===== config.mk =====
export PLATFORM = sky130hd
export DESIGN_NAME = wos_kernel_flat
export DESIGN_NICKNAME = d
export VERILOG_FILES = /design/src/rtl/wos_kernel_if.sv /design/src/rtl/wos_kernel.sv /design/src/flat_wrapper.sv
export SDC_FILE = /design/constraint.sdc
export NUM_CORES = 2
export LEC_CHECK = 0
export ABC_CLOCK_PERIOD_IN_PS = 27100
export CAP_MARGIN = 5
export CORE_UTILIZATION = 60
export DETAILED_ROUTE_END_ITERATION = 6
export GPL_TIMING_DRIVEN = 1
export PLACE_DENSITY_LB_ADDON = 0.2
export SYNTH_ARGS = -nofsm -noshare
export SYNTH_HDL_FRONTEND = slang
export SYNTH_SLANG_ARGS = --single-unit

===== constraint.sdc =====
create_clock -name clk -period 27.1 [get_ports clk]
set_input_delay 4.065 -clock clk [delete_from_list [all_inputs] [get_ports clk]]
set_output_delay 4.065 -clock clk [all_outputs]
set_load 0.05 [all_outputs]

===== src/rtl/wos_kernel_if.sv =====
// ---------------------------------------------------------------------------
// wos_kernel_if
// Pixel stream, configuration and result bundle of the weighted order
// statistics compute stage.
//
// Handshake: pix_valid, newline, start and cfg_we are single-cycle strobes
// sampled on the rising clock edge; there is no back-pressure. busy is high
// while a compute runs (start is ignored then). out_valid is a one-cycle
// pulse, and out_pixel holds the result until the next pulse.
//
// Signals:
//   pix_valid/pix_data/pix_pad  pixel strobe, value, out-of-bounds flag
//   newline                     clear all window valid flags
//   start                       snapshot the window and begin computing
//   cfg_we/cfg_addr/cfg_data    weight (addr < MAX_N) or threshold (addr == MAX_N)
//   busy/out_valid/out_pixel    compute status and result
//   dbg_state                   FSM state (0 IDLE, 1 SCAN, 2 DONE)
// Modports: master drives the stream, slave is the kernel.
// ---------------------------------------------------------------------------
interface wos_kernel_if #(
   parameter int WORD  = 8,
   parameter int SUM_W = 9
);
   logic             pix_valid;
   logic [WORD-1:0]  pix_data;
   logic             pix_pad;
   logic             newline;
   logic             start;
   logic             cfg_we;
   logic [4:0]       cfg_addr;
   logic [SUM_W-1:0] cfg_data;
   logic             busy;
   logic             out_valid;
   logic [WORD-1:0]  out_pixel;
   logic [1:0]       dbg_state;

   modport master (
      output pix_valid, pix_data, pix_pad, newline, start,
      output cfg_we, cfg_addr, cfg_data,
      input  busy, out_valid, out_pixel, dbg_state
   );

   modport slave (
      input  pix_valid, pix_data, pix_pad, newline, start,
      input  cfg_we, cfg_addr, cfg_data,
      output busy, out_valid, out_pixel, dbg_state
   );
endinterface


===== src/rtl/wos_kernel.sv =====
// ---------------------------------------------------------------------------
// wos_kernel
// Weighted order statistics compute stage. Keeps the last MAX_N pixels as
// the active window (slot 0 newest). On start it snapshots window, valid
// flags, weights and threshold, then resolves the result MSB first by
// threshold decomposition, one bit per cycle: a candidate bit is kept when
// the weight of valid slots >= candidate reaches the threshold.
//
// Ports:
//   clk  clock
//   rst  asynchronous, active-low reset
//   bus  wos_kernel_if.slave (pixel stream, config, result, dbg_state)
//
// Optional feature, macro WOS_ADAPT_THR_EN: a stored threshold of 0 is
// replaced at start by ceil(V/2), V = total weight of valid slots (1 if
// V = 0). Without the macro threshold 0 is used literally.
// ---------------------------------------------------------------------------
module wos_kernel #(
   parameter int WORD  = 8,
   parameter int MAX_N = 25,
   parameter int WW    = 4
) (
   input logic       clk,
   input logic       rst,
   wos_kernel_if.slave bus
);
   localparam int SUM_W = WW + $clog2(MAX_N + 1);
   localparam int BW    = (WORD > 1) ? $clog2(WORD) : 1;

   typedef enum logic [1:0] {
      IDLE = 2'd0,
      SCAN = 2'd1,
      DONE = 2'd2
   } state_t;

   state_t state_q, state_d;

   // live window and configuration
   logic [WORD-1:0]  slot_q [MAX_N];
   logic [WORD-1:0]  slot_d [MAX_N];
   logic [MAX_N-1:0] valid_q, valid_d;
   logic [WW-1:0]    w_q [MAX_N];
   logic [WW-1:0]    w_d [MAX_N];
   logic [SUM_W-1:0] thr_q, thr_d;

   // snapshot used by the compute
   logic [WORD-1:0]  snap_slot_q [MAX_N];
   logic [MAX_N-1:0] snap_valid_q;
   logic [WW-1:0]    snap_w_q [MAX_N];
   logic [SUM_W-1:0] snap_thr_q;

   logic [WORD-1:0]  res_q, res_d;
   logic [BW-1:0]    bit_q;
   logic [WORD-1:0]  out_pixel_q;

   logic [WORD-1:0]  cand;
   logic [SUM_W-1:0] s_sum;
   logic [SUM_W-1:0] eff_thr;
   logic             take_start;

   assign take_start = (state_q == IDLE) && bus.start;

   // ---------------- window update ----------------
   always_comb begin
      slot_d  = slot_q;
      valid_d = valid_q;
      // newline clears first so a same-cycle pixel still lands as valid
      if (bus.newline) valid_d = '0;
      if (bus.pix_valid) begin
         for (int i = MAX_N - 1; i >= 1; i--) begin
            slot_d[i]  = slot_q[i-1];
            valid_d[i] = valid_d[i-1];
         end
         slot_d[0]  = bus.pix_data;
         valid_d[0] = ~bus.pix_pad;
      end
   end

   // ---------------- configuration ----------------
   always_comb begin
      w_d   = w_q;
      thr_d = thr_q;
      if (bus.cfg_we) begin
         if (int'(bus.cfg_addr) < MAX_N)
            w_d[bus.cfg_addr] = bus.cfg_data[WW-1:0];
         else if (int'(bus.cfg_addr) == MAX_N)
            thr_d = bus.cfg_data;
      end
   end

   // ---------------- threshold captured at start ----------------
`ifdef WOS_ADAPT_THR_EN
   logic [SUM_W-1:0] v_sum;
   logic [SUM_W:0]   v_plus1;

   always_comb begin
      v_sum = '0;
      for (int i = 0; i < MAX_N; i++)
         if (valid_q[i]) v_sum = v_sum + SUM_W'(w_q[i]);
      v_plus1 = {1'b0, v_sum} + {{SUM_W{1'b0}}, 1'b1};
      if (thr_q != '0)
         eff_thr = thr_q;
      else if (v_sum == '0)
         eff_thr = SUM_W'(1);
      else
         eff_thr = v_plus1[SUM_W:1];   // ceil(V/2)
   end
`else
   assign eff_thr = thr_q;
`endif

   // ---------------- bit decision ----------------
   always_comb begin
      cand  = res_q | (WORD'(1) << bit_q);
      s_sum = '0;
      for (int i = 0; i < MAX_N; i++)
         if (snap_valid_q[i] && (snap_slot_q[i] >= cand))
            s_sum = s_sum + SUM_W'(snap_w_q[i]);
      res_d = (s_sum >= snap_thr_q) ? cand : res_q;
   end

   // ---------------- FSM: state register ----------------
   always_ff @(posedge clk or negedge rst) begin
      if (!rst) state_q <= IDLE;
      else      state_q <= state_d;
   end

   // ---------------- FSM: next state ----------------
   always_comb begin
      state_d = state_q;
      case (state_q)
         IDLE:    if (bus.start) state_d = SCAN;
         SCAN:    if (bit_q == '0) state_d = DONE;
         DONE:    state_d = IDLE;
         default: state_d = IDLE;
      endcase
   end

   // ---------------- FSM: outputs ----------------
   always_comb begin
      bus.busy      = (state_q == SCAN);
      bus.out_valid = (state_q == DONE);
      bus.dbg_state = state_q;
      bus.out_pixel = out_pixel_q;
   end

   // ---------------- live state registers ----------------
   always_ff @(posedge clk or negedge rst) begin
      if (!rst) begin
         for (int i = 0; i < MAX_N; i++) begin
            slot_q[i] <= '0;
            w_q[i]    <= WW'(1);
         end
         valid_q <= '0;
         thr_q   <= SUM_W'((MAX_N + 1) / 2);
      end else begin
         slot_q  <= slot_d;
         valid_q <= valid_d;
         w_q     <= w_d;
         thr_q   <= thr_d;
      end
   end

   // ---------------- compute registers ----------------
   always_ff @(posedge clk or negedge rst) begin
      if (!rst) begin
         for (int i = 0; i < MAX_N; i++) begin
            snap_slot_q[i] <= '0;
            snap_w_q[i]    <= '0;
         end
         snap_valid_q <= '0;
         snap_thr_q   <= '0;
         res_q        <= '0;
         bit_q        <= '0;
         out_pixel_q  <= '0;
      end else begin
         if (take_start) begin
            snap_slot_q  <= slot_q;
            snap_valid_q <= valid_q;
            snap_w_q     <= w_q;
            snap_thr_q   <= eff_thr;
            res_q        <= '0;
            bit_q        <= BW'(WORD - 1);
         end else if (state_q == SCAN) begin
            res_q <= res_d;
            if (bit_q != '0)
               bit_q <= bit_q - BW'(1);
            else
               // final bit resolved: result is visible during DONE alongside out_valid
               out_pixel_q <= res_d;
         end
      end
   end
endmodule


===== src/flat_wrapper.sv =====
// flat-port wrapper written by rule: the top's interface ports become plain ports
module wos_kernel_flat 
#(
   parameter int WORD  = 8,
   parameter int MAX_N = 25,
   parameter int WW    = 4
)
  (clk, rst, bus_pix_valid, bus_pix_data, bus_pix_pad, bus_newline, bus_start, bus_cfg_we, bus_cfg_addr, bus_cfg_data, bus_busy, bus_out_valid, bus_out_pixel, bus_dbg_state);
  wos_kernel_if #(.WORD(WORD), .SUM_W(9)) bus_i ();
  input logic clk;
  input logic rst;
  input wire logic [$bits(bus_i.pix_valid)-1:0] bus_pix_valid;
  input wire logic [$bits(bus_i.pix_data)-1:0] bus_pix_data;
  input wire logic [$bits(bus_i.pix_pad)-1:0] bus_pix_pad;
  input wire logic [$bits(bus_i.newline)-1:0] bus_newline;
  input wire logic [$bits(bus_i.start)-1:0] bus_start;
  input wire logic [$bits(bus_i.cfg_we)-1:0] bus_cfg_we;
  input wire logic [$bits(bus_i.cfg_addr)-1:0] bus_cfg_addr;
  input wire logic [$bits(bus_i.cfg_data)-1:0] bus_cfg_data;
  output wire logic [$bits(bus_i.busy)-1:0] bus_busy;
  output wire logic [$bits(bus_i.out_valid)-1:0] bus_out_valid;
  output wire logic [$bits(bus_i.out_pixel)-1:0] bus_out_pixel;
  output wire logic [$bits(bus_i.dbg_state)-1:0] bus_dbg_state;
  assign bus_i.pix_valid = bus_pix_valid;
  assign bus_i.pix_data = bus_pix_data;
  assign bus_i.pix_pad = bus_pix_pad;
  assign bus_i.newline = bus_newline;
  assign bus_i.start = bus_start;
  assign bus_i.cfg_we = bus_cfg_we;
  assign bus_i.cfg_addr = bus_cfg_addr;
  assign bus_i.cfg_data = bus_cfg_data;
  assign bus_busy = bus_i.busy;
  assign bus_out_valid = bus_i.out_valid;
  assign bus_out_pixel = bus_i.out_pixel;
  assign bus_dbg_state = bus_i.dbg_state;
  wos_kernel #(.WORD(WORD), .MAX_N(MAX_N), .WW(WW)) u_core (.clk(clk), .rst(rst), .bus(bus_i));
endmodule

# Word-level counts from Yosys, hierarchy flattened
# Cells that the tools add are included.
word_totals:
  reg_bits: 689
  latchBits: 0
  mem_bits_rw: 0
  mem_bits_ro: 0
  inputBits: 29
  n_memories: 0
classes:
  addsub: 25
  multipliers: 0
  div_mod_pow: 0
  n_lt_le_gt_ge: 29
  n_eq_ne: 5
  n_shift: 1
  n_mux: 39
  n_bitwise: 6
  n_reduce_logical: 38
op_table:
  columns: ["cell", "n"]
  rows:
  - ["$mux 9", 24]
  - ["$add 9x4->9", 23]
  - ["$ge 8x8->1", 25]
  - ["$bwmux 100", 1]
  - ["$mux 25", 2]
  - ["$logic_and 1x1->1", 27]
  - ["$mux 8", 3]
  - ["$demux 4 s5", 1]
  - ["$ge 9x9->1", 1]
  - ["$mux 3", 3]
  - ["$mux 4", 2]
  - ["$or 8x8->8", 1]
  - ["$shl 1x3->8 const A", 1]
  - ["$ge 6x6->1 const B", 1]
  - ["$lt 6x1->1 const B", 1]
  - ["$not 5->6", 1]
  - ["$reduce_and 2->1", 3]
  - ["$reduce_and 3->1", 2]
  - ["$reduce_bool 2->1", 3]
  - ["$add 4x4->5", 1]
  - ["$eq 5x4->1 const B", 1]
  - ["$lt 5x5->1 const B", 1]
  - ["$mux 2", 2]
  - ["$not 1->1", 4]
  - ["9 further kinds", 9]

# Logic depth before layout (Yosys ltp)
logic_depth:
  ltp_word: 57
  mapped_depth: 124
  mapped_depth_nobuf: 124

# Least setup slack after synthesis
# OpenSTA, ideal clock, no wires.
synth_timing:
  path_type: "reg-to-reg"
  start: "reg u_core.bit_q[1]"
  end: "reg u_core.res_q[0]"
  setup_ns: 0.122
  arrival_ns: 23.417
  t_required_ns: 26.978
  path_slack_ns: 3.561
  stages_incl_launch_ff: 99
  path_buffers: 0
  period_less_slack_ns: 23.539
  cell_sequence: "dfrtp_1 inv_1 ha_1 a21oi_1 ha_1 a21oi_1 a211oi_1 o21a_1 o21a_1 o21a_1 o21a_1 o21a_1 and2_1 ha_1 inv_1 fa_1 nor2_1 nor2_1 [63 not listed] o21ai_0 fa_1 mux2_2 fa_1 xnor2_1 mux2_2 ha_1 a21o_1 a21oi_1 nor2b_1 o21ai_0 nand2b_1 a21oi_1 nor2b_1 o21ai_0 nand2b_1 a21o_1 a32o_1"
synth_via:
  elab_chain_cells: 57
  word_cells_on_any_way: 105
  cone_classes: "add/sub: 24; order compare: 26; shift: 1; mux: 28; bitwise: 1; reduce/logical: 25"
synth_rtl:
  columns: ["element", "line", "source"]
  rows:
  - ["start, declared", "wos_kernel.sv:53", "logic [BW-1:0] bit_q;"]
  - ["start signal, assigned", "wos_kernel.sv:183", "bit_q <= BW'(WORD - 1);"]
  - ["start signal, assigned", "wos_kernel.sv:187", "bit_q <= bit_q - BW'(1);"]
  - ["$shl 1x3->8 (*)", "wos_kernel.sv:114", "cand = res_q | (WORD'(1) << bit_q);"]
  - ["$or 8x8->8 (*)", "wos_kernel.sv:114", null]
  - ["$ge 8x8->1", "wos_kernel.sv:117", "if (snap_valid_q[i] && (snap_slot_q[i] >= cand))"]
  - ["$logic_and 1x1->1", "wos_kernel.sv:117", null]
  - ["$mux 4", "wos_kernel.sv:117", null]
  - ["$add 4x4->5", "wos_kernel.sv:118", "s_sum = s_sum + SUM_W'(snap_w_q[i]);"]
  - ["$mux 9", "wos_kernel.sv:117", null]
  - ["$add 9x4->9", "wos_kernel.sv:118", null]
  - ["[41 not listed]", null, null]
  - ["$add 9x4->9", "wos_kernel.sv:118", null]
  - ["$mux 9", "wos_kernel.sv:117", null]
  - ["$add 9x4->9", "wos_kernel.sv:118", null]
  - ["$mux 9", "wos_kernel.sv:117", null]
  - ["$ge 9x9->1", "wos_kernel.sv:119", "res_d = (s_sum >= snap_thr_q) ? cand : res_q;"]
  - ["$mux 8 (*)", "wos_kernel.sv:119", null]
  - ["$mux 8 (*)", "wos_kernel.sv:184", "end else if (state_q == SCAN) begin"]
  - ["$mux 8 (*)", "wos_kernel.sv:177", "if (take_start) begin"]
  - ["end signal, assigned", "wos_kernel.sv:185", "res_q <= res_d;"]
  - ["end, declared", "wos_kernel.sv:52", "logic [WORD-1:0] res_q, res_d;"]
# Every way passes the cells marked *; elsewhere a longest branch is shown, timed or not. The select of a mux whose other input is x is not followed.
# A chain may end at the register's enable or synchronous reset.

# Worst setup path after layout
# Same ends and word-level chain as after synthesis.

==> qor.txt <==
run status: finished, final reports clean
Cell Area, Synth: 0.03755 mm2
RePlAce Congestion: 0.8593
Die H: 252.2 um
CTS tree: yes
setup repair after global routing missed its margin: no
number of synthesized flops with an enable pin: 0
number of I/O pins: 41
count of final setup violators: 0
via count of the first global-routing pass: 25.60k
yosys synthesis warning count: 0
core region area: 0.06183 mm2
logic depth of the worst register-to-register path: 105
Longest Clk Path Bufs: 3
critical path endpoint category: register
number of antenna violations at the first check in global routing: 1
reg-to-reg setup timing slack: 1.82 ns
critical path launch point type: register
first-pass GRT wire length: 133300 um
hold buffer count at CTS: 0
Slew Viols, Final: 0
Relative slew margins: 0.2661
worst reg2reg startpoint: u_core.bit_q[1]$_DFFE_PN0P_
area overhead of the layout relative to synthesis: 9.879%
crit path max-delay cell type: sky130_fd_sc_hd__fa_1
Max Clock Freq: 0.03956 GHz
CP Max Fanout: 26
GRT Residual Overflow: 0
total nets after synthesis: 4102
crit-path most repeated cell: sky130_fd_sc_hd__fa_1
overall die area: 0.06359 mm2
max capacitance violation total: 0
critical path data required time: 27.62 ns
area share of xor/xnor cells in the synthesized design: 0.02739
maximum vdd ir drop: 84.53 uV
clock sinks: 689
CP max stage delay: 0.58 ns
class of the most critical hold timing path: register to register
transition time of the tightest slew-check pin: 1.101 ns
WL per Instance: 16.95 um
post-layout min period: 25.28 ns
post-synthesis average cell area: 9.976 um2
startpoint of the worst setup timing path: u_core.bit_q[1]$_DFFE_PN0P_
Root Driver: sky130_fd_sc_hd__clkbuf_16
Clk pin slew, worst setup/hold paths: 0.06 ns
vias post-DR: 25.81k
post-synthesis mux area share: 0.1163
total wirelength of the detailed-routed design: 79010 um
combinational family with the most area after synthesis: simple AND/OR/NAND/NOR gates
simple logic cell fraction of the synthesized area: 0.1635
num rows: 91
aggregate negative setup slack: 0 ns
Final Instance Area: 0.04126 mm2
number of antenna-violating nets in the routed design: 0
arithmetic-cell share of the synthesized area counting full adders, half adders and majority gates: 0.1123
Final Util: 0.6674
buffers inserted during post-CTS setup optimization: 0
total inserted antenna cells: 0
worst hold-check slack: 0.4522 ns
asr flop ratio synth: 1.000
global router's overall resource usage: 0.2583
Total Power Consumption: 0.004239 W
DR DRC count: 0
part of the Yosys area used for sequential elements: 0.4601
Gates resized, CTS repair: 0
share of final-layout standard cells stronger than drive strength 1: 0.1482
reg2reg end: u_core.res_q[0]$_DFFE_PN0P_
clock buffers created by TritonCTS: 74
drt first pass iters: 5
Final Skew: 0.01579 ns
period utilisation layout: 0.9328
# nets final: 4107
number of design-rule violations left by the first detailed-router iteration: 1472
final count of hold timing violations: 0
Power per Cell Area: 102.7 mW/mm2
most used flip-flop cell after synthesis: sky130_fd_sc_hd__dfrtp_1
endpoint of the worst setup timing path: u_core.res_q[0]$_DFFE_PN0P_
horizontal die dimension: 252.2 um
via density per instance: 5.536
sum of net half-perimeters after detailed placement: 52600 um
reported leakage power: 20.08 nW
count of mapped cells out of synthesis: 3764
Placement Cell Area: 0.03873 mm2
arrival time at the worst endpoint: 25.80 ns
initial cell density of the core: 0.6074
largest net degree at the start of global routing: 201
type of the worst setup path: register to register
Yosys reg bits: 689
Yosys cell types: 91
clock latency on the worst-skew pair: 0.64 ns
CTS H-tree lvls: 3
Port Buffer Count: 40
complex-gate fraction of the synthesized area: 0.09050
-- worst min-delay path by stage --
| stage | start | end | slack [ns] | depth (start not counted) |
|---|---|---|---|---|
| finish | u_core.slot_q[3]$_DFFE_PN0P_ | u_core.snap_slot_q[3]$_DFFE_PN0P_ | 0.45 | 2 |
| global route | u_core.w_q[43]$_DFFE_PN0P_ | u_core.snap_w_q[43]$_DFFE_PN0P_ | 0.49 | 2 |
| CTS | u_core.slot_q[3]$_DFFE_PN0P_ | u_core.snap_slot_q[3]$_DFFE_PN0P_ | 0.46 | 2 |
| detailed placement | u_core.w_q[43]$_DFFE_PN0P_ | u_core.snap_w_q[43]$_DFFE_PN0P_ | 0.45 | 2 |
| global placement | u_core.w_q[66]$_DFFE_PN0P_ | u_core.snap_w_q[66]$_DFFE_PN0P_ | 0.44 | 2 |
| floorplan | u_core.w_q[18]$_DFFE_PN0P_ | u_core.snap_w_q[18]$_DFFE_PN0P_ | 0.43 | 2 |
-- flip-flops by register name (all words and copies together), names as in the netlist --
name                  count
u_core.bus.dbg_state      2
u_core.bit_q              3
u_core.bus.out_pixel      8
u_core.snap_w_q         100
u_core.w_q              100
u_core.snap_slot_q      200
u_core.snap_valid_q      25
u_core.eff_thr            9
u_core.res_q              8
u_core.snap_thr_q         9
u_core.slot_q           200
u_core.valid_q           25
-- per-stage QoR --
step | cells | setup WS (ns)
6_report | 4662 | 1.822
5_1_grt | 4662 | 0.05452
4_1_cts | 4662 | 1.672
3_5_place_dp | 4530 | 1.761
3_3_place_gp | 4530 | 2.338
2_1_floorplan | 3764 | 3.562
-- kinds of logic after synthesis --
kind of cell	count (synthesis)
xor+xnor	99
compound gates	535
mux	394
buf+inv	292
fa+ha+maj	326
simple gates	1429
flops	689
-- cells in the mapped netlist, types with 5 or more instances --
master | instances | area [um2]
sky130_fd_sc_hd__or3_1 | 8 | 50.05
sky130_fd_sc_hd__nand4_1 | 5 | 31.28
sky130_fd_sc_hd__inv_1 | 151 | 566.8
sky130_fd_sc_hd__fa_1 | 24 | 480.5
sky130_fd_sc_hd__a211oi_1 | 7 | 52.55
sky130_fd_sc_hd__o22ai_1 | 5 | 31.28
sky130_fd_sc_hd__clkbuf_1 | 123 | 461.7
sky130_fd_sc_hd__o31ai_1 | 5 | 37.54
sky130_fd_sc_hd__and2_1 | 19 | 118.9
sky130_fd_sc_hd__nor2b_1 | 89 | 556.8
sky130_fd_sc_hd__and3_1 | 10 | 62.56
sky130_fd_sc_hd__o211ai_1 | 15 | 112.6
sky130_fd_sc_hd__buf_1 | 11 | 41.29
sky130_fd_sc_hd__o21ai_0 | 175 | 875.8
sky130_fd_sc_hd__or2_2 | 13 | 81.33
sky130_fd_sc_hd__maj3_1 | 17 | 170.2
sky130_fd_sc_hd__a31oi_1 | 18 | 112.6
sky130_fd_sc_hd__xor2_1 | 25 | 219.0
sky130_fd_sc_hd__nand4b_1 | 7 | 61.31
sky130_fd_sc_hd__nand2b_1 | 63 | 394.1
sky130_fd_sc_hd__ha_1 | 285 | 3566
sky130_fd_sc_hd__mux2_2 | 337 | 3795
sky130_fd_sc_hd__nor2_1 | 110 | 412.9
sky130_fd_sc_hd__a211o_1 | 9 | 78.83
sky130_fd_sc_hd__o21a_1 | 33 | 247.7
sky130_fd_sc_hd__dfrtp_1 | 661 | 16540
sky130_fd_sc_hd__nor3_1 | 29 | 145.1
sky130_fd_sc_hd__a21oi_1 | 111 | 555.5
sky130_fd_sc_hd__nor3b_1 | 8 | 60.06
sky130_fd_sc_hd__o2111ai_1 | 6 | 52.55
sky130_fd_sc_hd__nand3_1 | 23 | 115.1
sky130_fd_sc_hd__o31a_1 | 6 | 52.55
sky130_fd_sc_hd__dfstp_2 | 28 | 735.7
sky130_fd_sc_hd__nand2_1 | 1018 | 3821
sky130_fd_sc_hd__o21ai_1 | 10 | 50.05
sky130_fd_sc_hd__o21bai_1 | 7 | 52.55
sky130_fd_sc_hd__a21o_1 | 78 | 585.6
sky130_fd_sc_hd__xnor2_1 | 61 | 534.3
sky130_fd_sc_hd__mux2i_1 | 57 | 570.6
sky130_fd_sc_hd__nor4_1 | 8 | 50.05
sky130_fd_sc_hd__a311oi_1 | 8 | 70.07
-- layout by cell type, fill, tap and decap left out, types with 23 or more instances in the layout --
master                            count
sky130_fd_sc_hd__a21o_1              78
sky130_fd_sc_hd__xor2_1              25
sky130_fd_sc_hd__fa_1                24
sky130_fd_sc_hd__mux2i_1             56
sky130_fd_sc_hd__a21oi_1            105
sky130_fd_sc_hd__ha_1               285
sky130_fd_sc_hd__nand2b_1            63
sky130_fd_sc_hd__o21a_1              33
sky130_fd_sc_hd__nand2_1           1018
sky130_fd_sc_hd__nor2_1             109
sky130_fd_sc_hd__dfstp_2             28
sky130_fd_sc_hd__o21ai_0            175
sky130_fd_sc_hd__clkbuf_16           75
sky130_fd_sc_hd__xnor2_1             61
sky130_fd_sc_hd__inv_1              151
sky130_fd_sc_hd__dfrtp_1            661
sky130_fd_sc_hd__clkdlybuf4s50_1     38
sky130_fd_sc_hd__nor3_1              29
sky130_fd_sc_hd__mux2_2             337
sky130_fd_sc_hd__nand3_1             23
sky130_fd_sc_hd__buf_4               28
sky130_fd_sc_hd__nor2b_1             89
-- final cells by class --
| type | count | area, um2 |
|---|---|---|
| Clock buffer | 102 | 2098 |
| Multi-Input combinational cell | 2783 | 19190 |
| Timing Repair Buffer | 70 | 660.6 |
| Tap cell | 837 | 1047 |
| Fill cell | 4794 | 20560 |
| Clock inverter | 30 | 425.4 |
| Sequential cell | 689 | 17280 |
| Inverter | 151 | 566.8 |
-- worst max-delay path, delay by kind of cell, from the launching register on --
| kind | cells | cell delay, ns |
|---|---|---|
| adders and majority gates | 28 | 12.05 |
| AOI/OAI and AO/OA | 28 | 5.52 |
| and+or+nand+nor | 24 | 3.27 |
| muxes | 10 | 2.28 |
| buffers and inverters | 13 | 1.38 |
| DFF | 1 | 0.42 |
| xor gates and xnor gates | 2 | 0.21 |
-- where the power goes --
group          internal, W  leakage (nW)  switching, W  total [W]
sequential         0.00139          8.73      0.000247    0.00164
combinational     0.000697          10.1      0.000856    0.00155
clock             0.000616          1.24      0.000432    0.00105
-- metal layers --
layer / part of all wire / up-vias / track usage / wire length (um)
met5: 0.00011 / - / 0 / 9
met4: 0.018 / 2 / 0.06113 / 1402
met3: 0.040 / 97 / 0.03831 / 3165
met2: 0.44 / 401 / 0.3936 / 34660
met1: 0.50 / 12570 / 0.3895 / 39780
li1: - / 12740 / - / -
Power figures use the tool's default switching activity.
